<file path="src/rtl/dsp_text_seq.sv">
// Text-mode display sequencer: pixel strobe, raster counters, screen/font fetch,
// glyph serializer and sync/blank delay line for the downstream colour stage.
module dsp_text_seq #(
   parameter int H_VIS     = 640,
   parameter int H_FP      = 16,
   parameter int H_SW      = 96,
   parameter int H_BP      = 48,
   parameter int V_VIS     = 480,
   parameter int V_FP      = 10,
   parameter int V_SW      = 2,
   parameter int V_BP      = 33,
   parameter int BLINK_BIT = 4
) (
   input  logic        clk,
   input  logic        reset_n,
   output logic [11:0] scr_addr,
   input  logic [15:0] scr_data,
   output logic [11:0] font_addr,
   input  logic [7:0]  font_data,
   output logic        pixclk,
   output logic [7:0]  attcode,
   output logic        pixel,
   output logic        blank,
   output logic        hsync,
   output logic        vsync,
   output logic        blink
);

   localparam int H_TOTAL = H_VIS + H_FP + H_SW + H_BP;
   localparam int V_TOTAL = V_VIS + V_FP + V_SW + V_BP;

   logic [9:0]  h;
   logic [9:0]  v;
   logic [4:0]  frame_cnt;
   logic        tick;
   logic        h_end;
   logic        v_end;
   logic        vis_raw;
   logic        hs_raw;
   logic        vs_raw;
   logic        fetch;
   logic        fetch_d1;
   logic        fetch_d2;
   logic [5:0]  row;
   logic [11:0] cell_addr;
   logic [7:0]  attr_nx;
   logic [7:0]  glyph_nx;
   logic        cell_vis;
   logic [7:0]  shift;
   logic [7:0]  att_q;
   logic [7:0]  vis_dly;
   logic [7:0]  hs_dly;
   logic [7:0]  vs_dly;

   assign tick    = pixclk;
   assign h_end   = (h == 10'(H_TOTAL - 1));
   assign v_end   = (v == 10'(V_TOTAL - 1));
   assign vis_raw = (h < 10'(H_VIS)) && (v < 10'(V_VIS));
   assign hs_raw  = !((h >= 10'(H_VIS + H_FP)) && (h < 10'(H_VIS + H_FP + H_SW)));
   assign vs_raw  = !((v >= 10'(V_VIS + V_FP)) && (v < 10'(V_VIS + V_FP + V_SW)));
   assign fetch   = tick && vis_raw && (h[2:0] == 3'd0);

   // row*80 as two shifts; 29*80+79 still fits in 12 bits
   assign row       = v[9:4];
   assign cell_addr = {row, 6'b0} + {2'b0, row, 4'b0} + {5'b0, h[9:3]};

   assign pixel   = shift[7];
   assign attcode = att_q;
   assign blank   = vis_dly[7];
   assign hsync   = hs_dly[7];
   assign vsync   = vs_dly[7];
   assign blink   = frame_cnt[BLINK_BIT];

   always_ff @(posedge clk or negedge reset_n) begin
      if (!reset_n) begin
         pixclk <= 1'b0;
      end else begin
         pixclk <= ~pixclk;
      end
   end

   always_ff @(posedge clk or negedge reset_n) begin
      if (!reset_n) begin
         h         <= 10'd0;
         v         <= 10'd0;
         frame_cnt <= 5'd0;
      end else if (tick) begin
         if (h_end) begin
            h <= 10'd0;
            if (v_end) begin
               v         <= 10'd0;
               frame_cnt <= frame_cnt + 5'd1;
            end else begin
               v <= v + 10'd1;
            end
         end else begin
            h <= h + 10'd1;
         end
      end
   end

   // v cannot change between T and T+1 because fetches never start at h_end
   always_ff @(posedge clk or negedge reset_n) begin
      if (!reset_n) begin
         scr_addr  <= 12'd0;
         font_addr <= 12'd0;
         attr_nx   <= 8'd0;
         glyph_nx  <= 8'd0;
         fetch_d1  <= 1'b0;
         fetch_d2  <= 1'b0;
      end else begin
         fetch_d1 <= fetch;
         fetch_d2 <= fetch_d1;
         if (fetch) begin
            scr_addr <= cell_addr;
         end
         if (fetch_d1) begin
            attr_nx   <= scr_data[15:8];
            font_addr <= {scr_data[7:0], v[3:0]};
         end
         if (fetch_d2) begin
            glyph_nx <= font_data;
         end
      end
   end

   always_ff @(posedge clk or negedge reset_n) begin
      if (!reset_n) begin
         cell_vis <= 1'b0;
         shift    <= 8'd0;
         att_q    <= 8'd0;
      end else if (tick) begin
         if (h[2:0] == 3'd0) begin
            cell_vis <= vis_raw;
         end
         if (h[2:0] == 3'd7) begin
            shift <= cell_vis ? glyph_nx : 8'd0;
            att_q <= cell_vis ? attr_nx : 8'd0;
         end else begin
            shift <= {shift[6:0], 1'b0};
         end
      end
   end

   // Eight tick stages line the raster flags up with the serializer output
   always_ff @(posedge clk or negedge reset_n) begin
      if (!reset_n) begin
         vis_dly <= 8'h00;
         hs_dly  <= 8'hFF;
         vs_dly  <= 8'hFF;
      end else if (tick) begin
         vis_dly <= {vis_dly[6:0], vis_raw};
         hs_dly  <= {hs_dly[6:0], hs_raw};
         vs_dly  <= {vs_dly[6:0], vs_raw};
      end
   end

endmodule

</file>
<file path="config.mk">
export PLATFORM = sky130hd
export DESIGN_NAME = dsp_text_seq
export DESIGN_NICKNAME = d
export VERILOG_FILES = /design/src/rtl/dsp_text_seq.sv
export SDC_FILE = /design/constraint.sdc
export NUM_CORES = 1
export LEC_CHECK = 0
export BUFFER_PORTS_ARGS = -buffer_cell sky130_fd_sc_hd__buf_2
export CAP_MARGIN = 20
export CORE_MARGIN = 2
export CORE_UTILIZATION = 58
export CTS_CLUSTER_SIZE = 24
export DETAILED_ROUTE_END_ITERATION = 6
export PLACE_DENSITY = 0.8
export SLEW_MARGIN = 10
export SYNTH_ARGS = -nofsm -noshare
export SYNTH_HDL_FRONTEND = slang
export SYNTH_SLANG_ARGS = --single-unit
</file>
<file path="constraint.sdc">
create_clock -name clk -period 5.15 [get_ports clk]
set_input_delay 0.7725 -clock clk [delete_from_list [all_inputs] [get_ports clk]]
set_output_delay 0.7725 -clock clk [all_outputs]
set_load 0.01 [all_outputs]
</file>
==> results_dict.tcl <==
set metrics [dict create \
    grt-ovfl-total 0 \
    post-route-drc-count 0 \
    drv_cap 0 \
    report.final.slew_viol_count 0 \
    ios 64 \
    dieWidth_um 94.67 \
    finalSetupTns_ps 0 \
    status "completed" \
    cp-start-kind "register" \
    cts-resized-gates 0 \
    p_sw_uw 297.0 \
    synthDistinctLibCells 44 \
    final_util 0.6597 \
    ctsHtreeMaxLevel 3 \
    dieArea_mm2 0.008962 \
    max_slew_margin 0.3993 \
    wl_met2_mm 4.418 \
    worst_pin_slew_ps 901.1 \
    synth_area_mm2 0.004768 \
    grt_max_degree 67 \
    ys_ff_latch 109 \
    critPathMaxStageDelay_ps 550 \
    final_common_cell "dfrtp_1" \
    globalplace.congestion 0.7915 \
    rsz0062_at_grt "false" \
    antenna_found_initial 0 \
    dr.pass1.iters 4 \
    area_growth_pct 11.97 \
    fin_crit_sh 0.4657 \
    final-hold-violation-count 0 \
    slowest_stage "dfrtp_1" \
    synth_edf_count 0 \
    start_util 0.5892 \
    pwr-share-clk 0.331 \
    root_buffer "clkbuf_8" \
    syn_area_per_cell_um2 12.45 \
    final_cell_mix "dfrtp_1 (93), buf_2 (62), mux2_2 (58)" \
    layout_min_cycle_time_ps 2398 \
    hold_ws_ps 471.0 \
    seqPwrFrac 0.632 \
    internal_power_uw 1096 \
    core_area_mm2 0.008093 \
    finClkSkew_ps 11.22 \
    vias 3071 \
    wl_met1_mm 3.450 \
    reg2reg_depth 6 \
    worst_setup_path_end_kind "register" \
    ant_nets 0 \
    critPathMaxFanout 10 \
    fin_nets 487 \
    totalWireLength_mm 8.299 \
    min_path_cells 1 \
    p_leak_uw 0.002545 \
    required_ps 5400 \
    track_usage 0.2042 \
    syn_inst 383 \
    top_layer "met4" \
    synth_nets 428 \
    grt_pass1_wl_mm 14.23 \
    critPathMostFrequentCell "fa_1" \
    diodes 0 \
    combPwrFrac 0.037 \
    cts_buffer_depth 2 \
    yosys_warnings 0 \
    cts_buffers 9 \
    dpl.hpwl_mm 5.869 \
    cts_setup_buffers 0 \
    clk_pin_slew_ps 90 \
    layout-drive-gt1-share 0.3512 \
    grt_pass1_vias 3130 \
    cts_tree "done" \
    hold_path.class "reg -> reg" \
    netSwitchingFraction 0.2132 \
    holdBufCountCts 0 \
    ir_worst_vdd_mv 0.1474 \
    clock-sinks 109 \
    wl_per_cell_um 15.03 \
    path_cells "fa_1 -> fa_1 -> a21o_1 -> a21oi_1 -> xnor2_1 -> mux2_2" \
    die-height_um 94.67 \
    synth_seq_area_share 0.5762 \
    setup_viol_count_final 0 \
    fill_cells 646 \
    via_per_inst 5.563 \
    max_freq_mhz 417.0 \
    drtIter0Drc 136 \
    synthArstFlopShare 1.000 \
    ys.flop_type "dfrtp_1" \
    insertion_delay_ps 360 \
    crit_arrival_ps 2650 \
    row_count 33 \
    path_class "reg -> reg" \
    pwr_density_cell_mw_per_mm2 261.0 \
    port_buffers 63 \
    wl_met3_um 335 \
]
[layout make-up]
cell class,count,area [µm²],area share
Sequential cell,109,2748,0.5146
Multi-Input combinational cell,245,1906,0.3569
Timing Repair Buffer,66,340.3,0.06374
Clock buffer,14,162.7,0.03047
Tap cell,105,131.4,0.02461
Inverter,11,41.29,0.007734
Clock inverter,2,10.01,0.001875
[logic make-up (layout without fill, tap and decap cells)]
family,Yosys count,after routing,share of synthesized area
compound gates,49,49,0.06403
xor+xnor,16,16,0.02939
fa+ha+maj,19,19,0.05300
buf+inv,29,93,0.02414
flops,109,109,0.5762
mux,60,60,0.1412
simple gates,101,101,0.1120
[synth_stat cells (all sizes together) (4+ instances only)]
cell type	count	area (µm²)
a21o	6	45.04
inv	11	41.29
nor2	24	90.09
nor3	5	25.02
clkbuf	13	50.04
dfrtp	93	2327
dfstp	16	420.4
nand3	14	70.07
buf	5	23.77
xnor2	8	70.07
a221oi	6	52.55
xor2	8	70.07
nand4	5	31.28
mux2	58	653.1
a21oi	5	25.02
o21ai	20	100.1
a31oi	6	37.54
and3	5	31.28
and4	4	37.54
nand2	28	105.1
ha	17	212.7
[critical path, delay by kind of cell (launching register included)]
kind	cells	cell delay (ps)
AOI/OAI and AO/OA	2	400
xor gates and xnor gates	1	90
adders and majority gates	2	990
DFF	1	550
muxes	1	260
[routing by layer]
metal | vias to the layer above | track usage
li1 | 1466 | -
met1 | 1543 | 0.2563
met2 | 53 | 0.3558
met3 | 9 | 0.05108
met4 | 0 | 0.05072
met5 | - | 0
[power by group through the flow]
stage	logic, µW	registers [µW]	clock network [µW]
floorplan	14.7	898	0
global placement	51.8	896	0
detailed placement	54.0	896	0
CTS	54.3	880	477
global route	60.4	882	509
finish	52.2	880	461
[registers in the layout, summed over array words and instances (netlist names)]
signal     count
attcode        8
attr_nx        8
cell_vis       1
fetch_d1       1
fetch_d2       1
font_addr     12
frame_cnt      5
glyph_nx       8
h             10
hs_dly         8
pixclk         1
scr_addr      12
shift          8
v             10
vis_dly        8
vs_dly         8
[metrics by stage]
step	cells	instance area, µm²	power [µW]	worst slack (ps)
after CTS	552	5339	1411	2757
after floorplan	383	4768	913.0	2947
after global routing	552	5339	1451	2651
after global placement	536	5166	947.4	2834
final	552	5339	1393	2752
after detailed placement	536	5166	950.5	2773
[worst paths after layout]
path / start / end / slack (ps)
min in group asynchronous: reset_n / attr_nx[3]$_DFFE_PN0P_ / 500
worst max-delay path: v[4]$_DFFE_PN0P_ / scr_addr[9]$_DFFE_PN0P_ / 2750
worst min register to register: frame_cnt[4]$_DFFE_PN0P_ / frame_cnt[4]$_DFFE_PN0P_ / 470
worst min-delay path: frame_cnt[4]$_DFFE_PN0P_ / frame_cnt[4]$_DFFE_PN0P_ / 470
worst max register to register: v[4]$_DFFE_PN0P_ / scr_addr[9]$_DFFE_PN0P_ / 2750
max in group asynchronous: reset_n / h[1]$_DFFE_PN0P_ / 3600
Power figures use the tool's default switching activity.
